## config.mk

```make
export PLATFORM = sky130hd
export DESIGN_NAME = instr_feeder
export DESIGN_NICKNAME = d
export VERILOG_FILES = /design/src/rtl/instr_feeder.sv
export SDC_FILE = /design/constraint.sdc
export NUM_CORES = 1
export LEC_CHECK = 0
export ABC_AREA = 1
export CAP_MARGIN = 20
export CORE_AREA = 8 8 120 150
export CTS_CLUSTER_SIZE = 20
export DETAILED_ROUTE_END_ITERATION = 8
export DIE_AREA = 0 0 128 158
export DONT_BUFFER_PORTS = 1
export SETUP_SLACK_MARGIN = 0.05
export SYNTH_ARGS = -nofsm -noshare
export SYNTH_HDL_FRONTEND = slang
export SYNTH_SLANG_ARGS = --single-unit
```

## constraint.sdc

```tcl
create_clock -name Clock -period 1.8 [get_ports Clock]
set_input_delay 0.09 -clock Clock [delete_from_list [all_inputs] [get_ports Clock]]
set_output_delay 0.09 -clock Clock [all_outputs]
set_load 0.01 [all_outputs]
```

## src/rtl/instr_feeder.sv

```systemverilog
// instr_feeder: host-loaded instruction FIFO that issues one word at a time
// to the processor (Run/DIN) and waits for Done, with a WAIT watchdog.
module instr_feeder #(
  parameter int DEPTH   = 8,   // FIFO entries, power of two, 2..16
  parameter int TIMEOUT = 7    // max WAIT cycles without Done, 1..15
) (
  input  logic        Clock,
  input  logic        Resetn,
  input  logic        WrEn,
  input  logic [15:0] WrData,
  input  logic        Enable,
  input  logic        Done,
  output logic [15:0] DIN,
  output logic        Run,
  output logic        Full,
  output logic        Empty,
  output logic [4:0]  Count,
  output logic        Busy,
  output logic [15:0] Issued,
  output logic        Timeout
);

  localparam int          AW       = $clog2(DEPTH);
  localparam logic [4:0]  DEPTH_C  = 5'(DEPTH);
  localparam logic [3:0]  WAIT_MAX = 4'(TIMEOUT - 1);

  typedef enum logic [1:0] {S_IDLE, S_ISSUE, S_WAIT, S_ERROR} state_t;

  state_t          state, state_nxt;
  logic [AW-1:0]   rptr, wptr;
  logic [4:0]      count;
  logic [15:0]     mem [DEPTH];
  logic [3:0]      wcnt;
  logic            wr_ok, pop, can_issue;

  // A write into a full FIFO is dropped even if a pop frees a slot this cycle.
  assign wr_ok     = WrEn & ~Full;
  assign pop       = (state == S_ISSUE);
  assign can_issue = Enable & ~Empty;

  // Next-state decode; Done only matters in WAIT.
  always_comb begin
    state_nxt = state;
    case (state)
      S_IDLE:  if (can_issue) state_nxt = S_ISSUE;
      S_ISSUE: state_nxt = S_WAIT;
      S_WAIT: begin
        if (Done)                  state_nxt = can_issue ? S_ISSUE : S_IDLE;
        else if (wcnt == WAIT_MAX) state_nxt = S_ERROR;
      end
      S_ERROR: state_nxt = S_ERROR;
      default: state_nxt = S_IDLE;
    endcase
  end

  // State, WAIT watchdog and retired-instruction counter.
  always_ff @(posedge Clock) begin
    if (!Resetn) begin
      state  <= S_IDLE;
      wcnt   <= '0;
      Issued <= '0;
    end else begin
      state <= state_nxt;
      // Held at zero outside WAIT so it always starts clean on entry.
      if (state != S_WAIT) wcnt <= '0;
      else if (!Done)      wcnt <= wcnt + 4'd1;
      if (state == S_WAIT && Done) Issued <= Issued + 16'd1;
    end
  end

  // FIFO storage; contents need no reset since Count gates every read.
  always_ff @(posedge Clock) begin
    if (wr_ok) mem[wptr] <= WrData;
  end

  // FIFO pointers and occupancy.
  always_ff @(posedge Clock) begin
    if (!Resetn) begin
      rptr  <= '0;
      wptr  <= '0;
      count <= '0;
    end else begin
      if (wr_ok) wptr <= wptr + 1'b1;
      if (pop)   rptr <= rptr + 1'b1;
      case ({wr_ok, pop})
        2'b10:   count <= count + 5'd1;
        2'b01:   count <= count - 5'd1;
        default: count <= count;
      endcase
    end
  end

  assign Count   = count;
  assign Full    = (count == DEPTH_C);
  assign Empty   = (count == 5'd0);
  assign Run     = (state == S_ISSUE);
  assign DIN     = (state == S_ISSUE) ? mem[rptr] : 16'h0000;
  assign Busy    = (state == S_ISSUE) || (state == S_WAIT);
  assign Timeout = (state == S_ERROR);

endmodule

```

; Word level (Yosys, flattened, before mapping)
; Memory sizes are Yosys's and may differ from the RTL's. A register that Yosys moved wholly into a read port is not among the register bits.
; Index checks and enable logic that the tools add are counted.
[word_totals]
mem_bits_rw = 128
ff_bits = 33
wordCells = 46
output_inout_bits = 42
memories = 1
in_bits = 21
[op_classes]
n_addsub = 6
muxes = 11
bitwise_logic = 5
n_eq_ne = 10
reduce_logical = 7
[mem_list]
columns = name, depth, word_bits, rd, rd_ports_with_merged_regs, wr, line_no
row1 = mem, 8, 16, 1, 1, 1, 32  ; logic [15:0] mem [DEPTH];
[op_table]
columns = cell, count
row1 = "16-bit by 1-bit adder with 16-bit output, second input constant", 1
row2 = 16-bit 2-to-1 mux, 1
row3 = 5-bit one-hot mux with 2 select lines, 1
row4 = 2-bit one-hot mux with 4 select lines, 1
row5 = "3-bit by 1-bit adder with 3-bit output, second input constant", 2
row6 = "2-bit == test, second input constant", 3
row7 = 2-bit 2-to-1 mux, 3
row8 = 3-bit 2-to-1 mux, 2
row9 = "5-bit by 1-bit adder with 5-bit output, second input constant", 1
row10 = "5-bit by 4-bit == test with 1-bit output, second input constant", 1
row11 = 5-bit zero test, 1
row12 = "5-bit by 1-bit subtractor with 5-bit output, second input constant", 1
row13 = "4-bit by 1-bit adder with 4-bit output, second input constant", 1
row14 = "2-bit by 1-bit == test with 1-bit output, second input constant", 2
row15 = "4-bit by 3-bit == test with 1-bit output, second input constant", 1
row16 = "2-bit != test, second input constant", 2
row17 = 1-bit 2-to-1 mux, 3
row18 = "3-bit != test, second input constant", 1
row19 = 1-bit NOT, 3
row20 = 1-bit bitwise AND, 2
row21 = 2-bit zero test, 1
row22 = 2-bit AND reduction, 1
row23 = 2-bit nonzero test, 1
row24 = 2-bit OR reduction, 1
row25 = other kinds (2), 2

; Logic depth before layout (Yosys ltp)
; Gate-level depths: netlist of run 1.
[logic_depth]
word_depth = 6
ltp_mapped = 14
ltp_nobuf = 14

; Worst setup path before layout of run 1
; OpenSTA, ideal clock, no wires.
[synth_timing]
kind = reg2reg
startpoint = register count[0] (netlist: Count[0])
endpoint = memory mem[1][0], enable pin
setup_time_ns = 0.388
stages_incl_launch_ff = 7
n_path_buf = 0
arrival_time_ns = 1.639
slack_ns = -0.227
required_ns = 1.412
synth_period_minus_slack_ns = 2.027
path_cell_list = dfxtp_1 > nor2_1 > nand4_1 > nand2_1 > nor2_1 > inv_1 > nor2_1
[synth_between]
elab_chain_len = 5
[synth_lines]
columns = item, line_no
row1 = from (decl), 31  ; logic [4:0] count;
row2 = from (signal assigned), 86  ; 2'b10: count <= count + 5'd1;
row3 = from (signal assigned), 87  ; 2'b01: count <= count - 5'd1;
row4 = from (signal assigned), 88  ; default: count <= count;
row5 = 5-bit by 4-bit == test with 1-bit output, 94  ; assign Full = (count == DEPTH_C);
row6 = 1-bit NOT, 37  ; assign wr_ok = WrEn & ~Full;
row7 = 1-bit bitwise AND, 37
row8 = 1-bit 2-to-1 mux, 73  ; if (wr_ok) mem[wptr] <= WrData;
row9 = 1-bit 2-to-1 mux (not written as such), 73
row10 = to (decl), 32
; No other way between the ends.

==> results.py, run 1 <==
metrics = {
    "run_status": {
        "status": "finished, violations left",
        "violations": "negative setup slack",
    },
    "cts": {
        "cts_tree": "done",
        "htreeDepth": 4,
        "cts_root_buffer": "clkbuf_16",
        "clock_sinks": 164,
        "max-clock-path-buffers": 2,
        "cts_buffers": 17,
        "path_clk_slew_ps": 60,
        "clock_latency_ps": 420,
    },
    "logic_synthesis": {
        "synth_nets": 666,
        "async_reset_ff_share_pct": 0,
        "synth_edf_count": 128,
        "synth_seq_cells": 164,
        "yosysTopAreaCell": "edfxtp_1",
        "yosys-top-cells-area": "edfxtp_1 56%, dfxtp_1 10%, o21ai_0 7.0%",
        "ys.flop_type": "edfxtp_1",
        "ys_warn_count": 0,
        "synth_top_area_share_pct": 55.6,
        "synth_cells": 631,
        "synthesis.area_mm2": 0.00691,
        "seq_area_frac_synth_pct": 66.1,
        "synth_area_per_cell_um2": 10.9,
        "yosysUniqueCellTypes": 34,
    },
    "hold_path": {
        "min_from": "Resetn",
        "min_path_type": "in2reg",
    },
    "flow_run": {
        "cap_violations": 0,
    },
    "floorplan": {
        "io_pins": 63,
        "core_mm2": 0.0157,
        "fp.dieH_um": 158,
        "rows": 52,
        "die_w_um": 128,
        "start_util_pct": 43.9,
        "die-area_mm2": 0.0202,
    },
    "sta": {
        "tightest_slew_ps": 698,
        "slew_viol_final": 0,
        "fmaxAchievable_mhz": 542,
        "max_slew_margin_pct": 53.3,
        "finalSetupTns_ps": -190,
        "hold_ws_ps": 65.1,
        "post-route-min-period_ps": 1850,
        "worst_slack_ps": -45.8,
        "rsz0062_at_grt": "true",
        "fin_worst_skew_ps": 8.75,
        "final-setup-viol-count": 8,
        "hold_viol_final": 0,
        "finalCritPeriodShare_pct": 103,
    },
    "setup_path": {
        "slowest_delay_ps": 370,
        "arrival_ps": 1760,
        "timing.reg2reg.setup_slack_ps": 10,
        "cp.buffers_inverters": 3,
        "cp_top_family": "buffers and inverters",
        "worst_path_max_delay_cell": "dfxtp_4",
        "path_cells": "buf_12 -> buf_12 -> nor2_2 -> nor2_1 -> o21ai_1 -> o21ai_1 -> o21ai_1 -> nor2_1 -> buf_4",
        "timing.critical_path.mode_cell": "o21ai_1",
        "r2r_cells": 14,
        "startpoint_type": "register",
        "cp_data_required_time_ps": 1710,
        "crit_type": "reg2out",
        "reg2reg_to": "Count[4]",
        "crit_end": "DIN[10]",
        "cp_num_cells": 9,
        "crit_fanout": 7,
        "end_kind": "primary output",
        "r2r-start": "Count[1]",
    },
    "grt": {
        "antenna_found_initial": 1,
        "overflow": 0,
        "first_global_vias": 4883,
        "grt_pass1_wl_um": 24900,
        "grt_max_degree": 65,
        "grtUsageTotal_pct": 16.2,
    },
    "finish": {
        "most-common-layout-cells": "128 x edfxtp_1, 106 x nor2_1, 68 x o21ai_0, 49 x nand2_1, 41 x inv_1",
        "layout-drive-gt1-share_pct": 22.0,
        "fin_nets": 750,
        "layout_commonest_cell": "edfxtp_1",
        "post-route-util_pct": 56.6,
        "syn2layout_area_growth_pct": 29.0,
    },
    "route": {
        "drc": 0,
        "wl_per_cell_um": 17.8,
        "drtIter0Drc": 260,
        "vias_per_cell": 5.26,
        "vias": 4972,
        "drtPass1Iterations": 4,
        "ant_nets": 0,
        "drt-total-wl_um": 16800,
    },
    "placed_design": {
        "place_congestion": 0.779,
        "port-buffer-count": 0,
        "place_ws_ps": -61.7,
        "dp_hpwl_um": 9600,
    },
    "pwr": {
        "p_per_area_mw_per_mm2": 1420,
        "leakage_nw": 3.21,
        "vdd_drop_max_mv": 0.985,
    },
}
routing by layer:
| metal | routed length (µm) | part of all wire, % | global-route usage (%) |
|---|---|---|---|
| met1 | 6500 | 39 | 17.4 |
| met2 | 8970 | 53 | 29.0 |
| met3 | 1030 | 6.1 | 4.55 |
| met4 | 346 | 2.1 | 7.09 |
| met5 | 0 | 0 | 0 |
cell families after synthesis:
family	count (synthesis)	synth area share, %
buffers and inverters	74	4.47
adders and majority gates	14	2.54
and+or+nand+nor	218	13.4
AOI/OAI and AO/OA	140	10.6
muxes	16	2.32
xor gates and xnor gates	5	0.634
DFF	164	66.1
sequential cells by signal, summed over array words and instances, names as in the netlist, named ones only:
name,count
mem,128
Issued,16
Count,5
wcnt,4
rptr,3
wptr,3
state,2
final cells by class:
cell class / count / area, µm²
fill: 1308 / 6830
sequential: 164 / 4580
multi-input combinational: 393 / 2240
timing repair buffer: 92 / 1080
clock buffer: 18 / 429
tap: 216 / 270
inverter: 47 / 195
clock inverter: 14 / 113
antenna: 1 / 2.50
metrics by stage:
stage               cells  instance area, µm²  power, mW
floorplan             631                6990       6.92
global placement      861                7540       7.86
detailed placement    861                7540       7.97
CTS                   920                8470       11.9
global route          945                8910       13.4
finish                945                8910       12.7
power breakdown:
| group | switching, mW | internal, mW |
|---|---|---|
| combinational | 2.59 | 2.16 |
| clock | 1.44 | 1.88 |
| sequential | 0.177 | 4.41 |
| total | 4.20 | 8.45 |
synthesized netlist by cell type (10+ instances only):
cell,instances
edfxtp_1,128
nor2_1,128
o21ai_0,96
nand2_1,54
inv_1,46
dfxtp_1,36
a21oi_1,23
nand3_1,17
mux2i_1,16
o22ai_1,16
ha_1,14
clkbuf_1,12
buf_2,10
what timing repair did:
item,in CTS,in global routing
hold buffers,20,0
hold endpoints to repair,155,0
buffers inserted,5,18
gates resized for setup,38,74
pin swaps,7,27
gates cloned,2,8
setup endpoints to repair,19,85
worst min path at each step:
stage | to | slack [ps] | cells past startpoint
2_1_floorplan | wcnt[0] | 180 | 1
3_3_place_gp | wcnt[0] | 180 | 1
3_5_place_dp | wcnt[0] | 180 | 1
4_1_cts | Issued[15] | 40 | 2
5_1_grt | Issued[13] | 70 | 2
6_report | rptr[0] | 70 | 2
No activity file was read; power rests on OpenSTA's default activity.
==> inputs of run 2 (changes only) <==
--- a/config.mk
+++ b/config.mk
@@ -5,12 +5,11 @@
 export SDC_FILE = /design/constraint.sdc
 export NUM_CORES = 1
 export LEC_CHECK = 0
-export ABC_AREA = 1
 export CAP_MARGIN = 20
-export CORE_AREA = 8 8 120 150
+export CORE_AREA = 8 8 119 149
 export CTS_CLUSTER_SIZE = 20
 export DETAILED_ROUTE_END_ITERATION = 8
-export DIE_AREA = 0 0 128 158
+export DIE_AREA = 0 0 127 157
 export DONT_BUFFER_PORTS = 1
 export SETUP_SLACK_MARGIN = 0.05
 export SYNTH_ARGS = -nofsm -noshare
==> run 2 against run 1 <==
  * Hold slack lost 250 ps
  * Register-to-register slack lost 600 ps
  * Cell count shrank 23%
  * Utilization grew 1.3 points
  * Critical path depth is the same
  * Global-route usage is essentially flat
  * Sequential share of layout area grew 0.16 points
  * The flow finishes with violations (negative hold slack, negative setup slack)
==> results.py, run 2 <==
metrics = {
    "pwr": {
        "internal_power_mw": 8.51,
        "vdd_drop_max_mv": 0.668,
        "leakage_nw": 2.99,
        "p_switching_mw": 3.30,
        "p_per_area_mw_per_mm2": 1330,
        "power_frac_clock_pct": 30.7,
        "p_seq_share_pct": 37.8,
        "pwr-share-comb_pct": 31.4,
        "power.total_mw": 11.8,
        "p_sw_share_pct": 27.9,
    },
    "grt": {
        "antenna_found_initial": 0,
        "grtUsageTotal_pct": 16.2,
        "first_global_vias": 4312,
        "grt_max_degree": 33,
        "overflow": 0,
        "grt_pass1_wl_um": 24000,
    },
    "hold_path": {
        "min_path_type": "in2reg",
        "min_from": "Resetn",
    },
    "sta": {
        "worst_slack_ps": -589,
        "fin_worst_skew_ps": 9.37,
        "hold_viol_final": 3,
        "max_slew_margin_pct": 68.7,
        "hold_ws_ps": -183,
        "finalSetupTns_ps": -35680,
        "finalCritPeriodShare_pct": 133,
        "fmaxAchievable_mhz": 419,
        "final-setup-viol-count": 152,
        "post-route-min-period_ps": 2390,
        "tightest_slew_ps": 469,
        "rsz0062_at_grt": "true",
        "slew_viol_final": 0,
    },
    "logic_synthesis": {
        "synth_nets": 457,
        "yosysUniqueCellTypes": 45,
        "synth_area_per_cell_um2": 16.0,
        "seq_area_frac_synth_pct": 67.4,
        "ys.flop_type": "edfxtp_1",
        "yosys-top-cells-area": "edfxtp_1 57%, dfxtp_1 11%, mux4_2 11%",
        "synth_seq_cells": 164,
        "synth_top_area_share_pct": 56.8,
        "netlist_top_cells_count": "128 x edfxtp_1, 36 x dfxtp_1, 33 x nor2_1",
        "async_reset_ff_share_pct": 0,
        "yosysMostFrequentCell": "edfxtp_1",
        "ys_warn_count": 0,
        "synth_edf_count": 128,
        "synthesis.area_mm2": 0.00677,
        "yosysTopAreaCell": "edfxtp_1",
        "synth_cells": 422,
    },
    "route": {
        "ant_nets": 0,
        "drt-total-wl_um": 15300,
        "drtPass1Iterations": 4,
        "drtIter0Drc": 292,
        "vias_per_cell": 5.58,
        "vias": 4032,
        "drc": 0,
        "wl_per_cell_um": 21.2,
    },
    "floorplan": {
        "die_w_um": 127,
        "fp.dieH_um": 157,
        "start_util_pct": 44.2,
        "die-area_mm2": 0.0199,
        "rows": 51,
        "core_mm2": 0.0153,
        "io_pins": 63,
    },
    "placed_design": {
        "dp.cells": 643,
        "placed_area_mm2": 0.00755,
        "place_congestion": 0.741,
        "dp_hpwl_um": 8760,
        "port-buffer-count": 0,
    },
    "finish": {
        "largest_register": "mem",
        "layout_commonest_cell": "edfxtp_1",
        "largest_reg_flops": 128,
        "most-common-layout-cells": "128 x edfxtp_1, 50 x buf_4, 32 x mux4_2, 31 x dfxtp_1, 26 x dlygate4sd3_1",
        "layout.cells.non_filler": 723,
        "post-route-util_pct": 57.9,
        "antenna_cells": 0,
        "syn2layout_area_growth_pct": 30.9,
        "layout-drive-gt1-share_pct": 34.4,
        "fin_nets": 560,
        "postLayoutCellArea_mm2": 0.00887,
    },
    "setup_path": {
        "crit_type": "reg2reg",
        "critPathLaunch": "Count[1]",
        "arrival_ps": 2760,
        "slowest_delay_ps": 560,
        "path_cells": "or4_4 -> o21ai_4 -> ha_4 -> xor2_2 -> ha_2 -> a211o_1 -> nand2_2 -> or4b_4 -> nand4_1",
        "startpoint_type": "register",
        "crit_fanout": 3,
        "worst_path_max_delay_cell": "or4_4",
        "r2r-start": "Count[1]",
        "end_kind": "register",
        "cp_data_required_time_ps": 2170,
    },
    "cts": {
        "cts_tree": "done",
        "clock_sinks": 164,
        "max-clock-path-buffers": 2,
        "cts_root_buffer": "clkbuf_16",
        "hold_buffers": 26,
        "htreeDepth": 4,
        "clock_latency_ps": 430,
        "path_clk_slew_ps": 60,
        "cts_buffers": 17,
    },
    "run_status": {
        "status": "finished, violations left",
        "violations": "negative hold slack, negative setup slack",
    },
    "flow_run": {
        "cap_violations": 0,
    },
}
-- run 2: cell types whose count changed after synthesis, moves of 6 or more --
cell,previous run,this run
o22ai_1,16,1
inv_1,46,8
xor2_1,4,12
nand3_1,17,8
nand2_1,54,14
nand2b_1,0,10
nor2b_1,0,18
nor2_1,128,33
buf_2,10,4
o21ai_0,96,5
mux4_2,0,32
a21oi_1,23,8
xnor2_1,1,7
-- run 2: final timing paths --
check	slack, ps	end	cells after the start
hold reg to reg	480	wptr[0]	2
hold / removal	-180	Count[3]	2
setup / recovery	-590	Count[4]	9
setup reg to reg	-590	Count[4]	9
-- run 2: timing repair --
action	CTS	global route
cloned	7	0
pin swaps	20	9
endpoints found under the hold margin	144	3
setup buffers	14	3
endpoints found under the setup margin	163	156
resized for setup	33	17
-- run 2: logic make-up after synthesis --
kind of cell | count (synthesis) | share of synthesized area, %
DFF | 164 | 67.4
and+or+nand+nor | 116 | 9.24
muxes | 53 | 13.7
AOI/OAI and AO/OA | 28 | 2.73
buffers and inverters | 28 | 1.85
xor gates and xnor gates | 19 | 2.46
adders and majority gates | 14 | 2.59
-- run 2: routing by layer --
metal	share of wire [%]	vias up	GRT usage [%]
met5	0	-	0
met4	1.3	0	5.57
met3	6.4	20	5.62
met2	54	94	29.1
met1	38	2084	17.2
li1	-	1834	-
-- run 2: final cells by class --
cell class / count / area, µm²
fill: 1178 / 6450
sequential: 164 / 4580
multi-input combinational: 233 / 2380
timing repair buffer: 100 / 1060
clock buffer: 18 / 429
tap: 185 / 231
clock inverter: 14 / 161
inverter: 9 / 36.3
-- run 2: power groups by stage --
| stage | Sequential, mW | Combinational, mW | Clock [mW] |
|---|---|---|---|
| floorplan | 4.57 | 1.92 | 0 |
| global placement | 4.51 | 2.76 | 0 |
| detailed placement | 4.53 | 2.81 | 0 |
| CTS | 4.46 | 3.56 | 3.67 |
| global route | 4.49 | 4.02 | 3.83 |
| finish | 4.46 | 3.71 | 3.63 |
-- run 2: critical path: cells and delay by family, from the launching register on --
kind                       cells  cell delay, ps
DFF                            1             320
adders and majority gates      2             390
AOI/OAI and AO/OA              2             280
xor gates and xnor gates       1             120
and+or+nand+nor                4            1220
-- run 2: per-stage QoR --
step	setup WS [ps]	hold WS (ps)
floorplan	-840	189
global placement	-612	189
detailed placement	-668	189
CTS	-609	-197
global route	-650	-181
finish	-589	-183
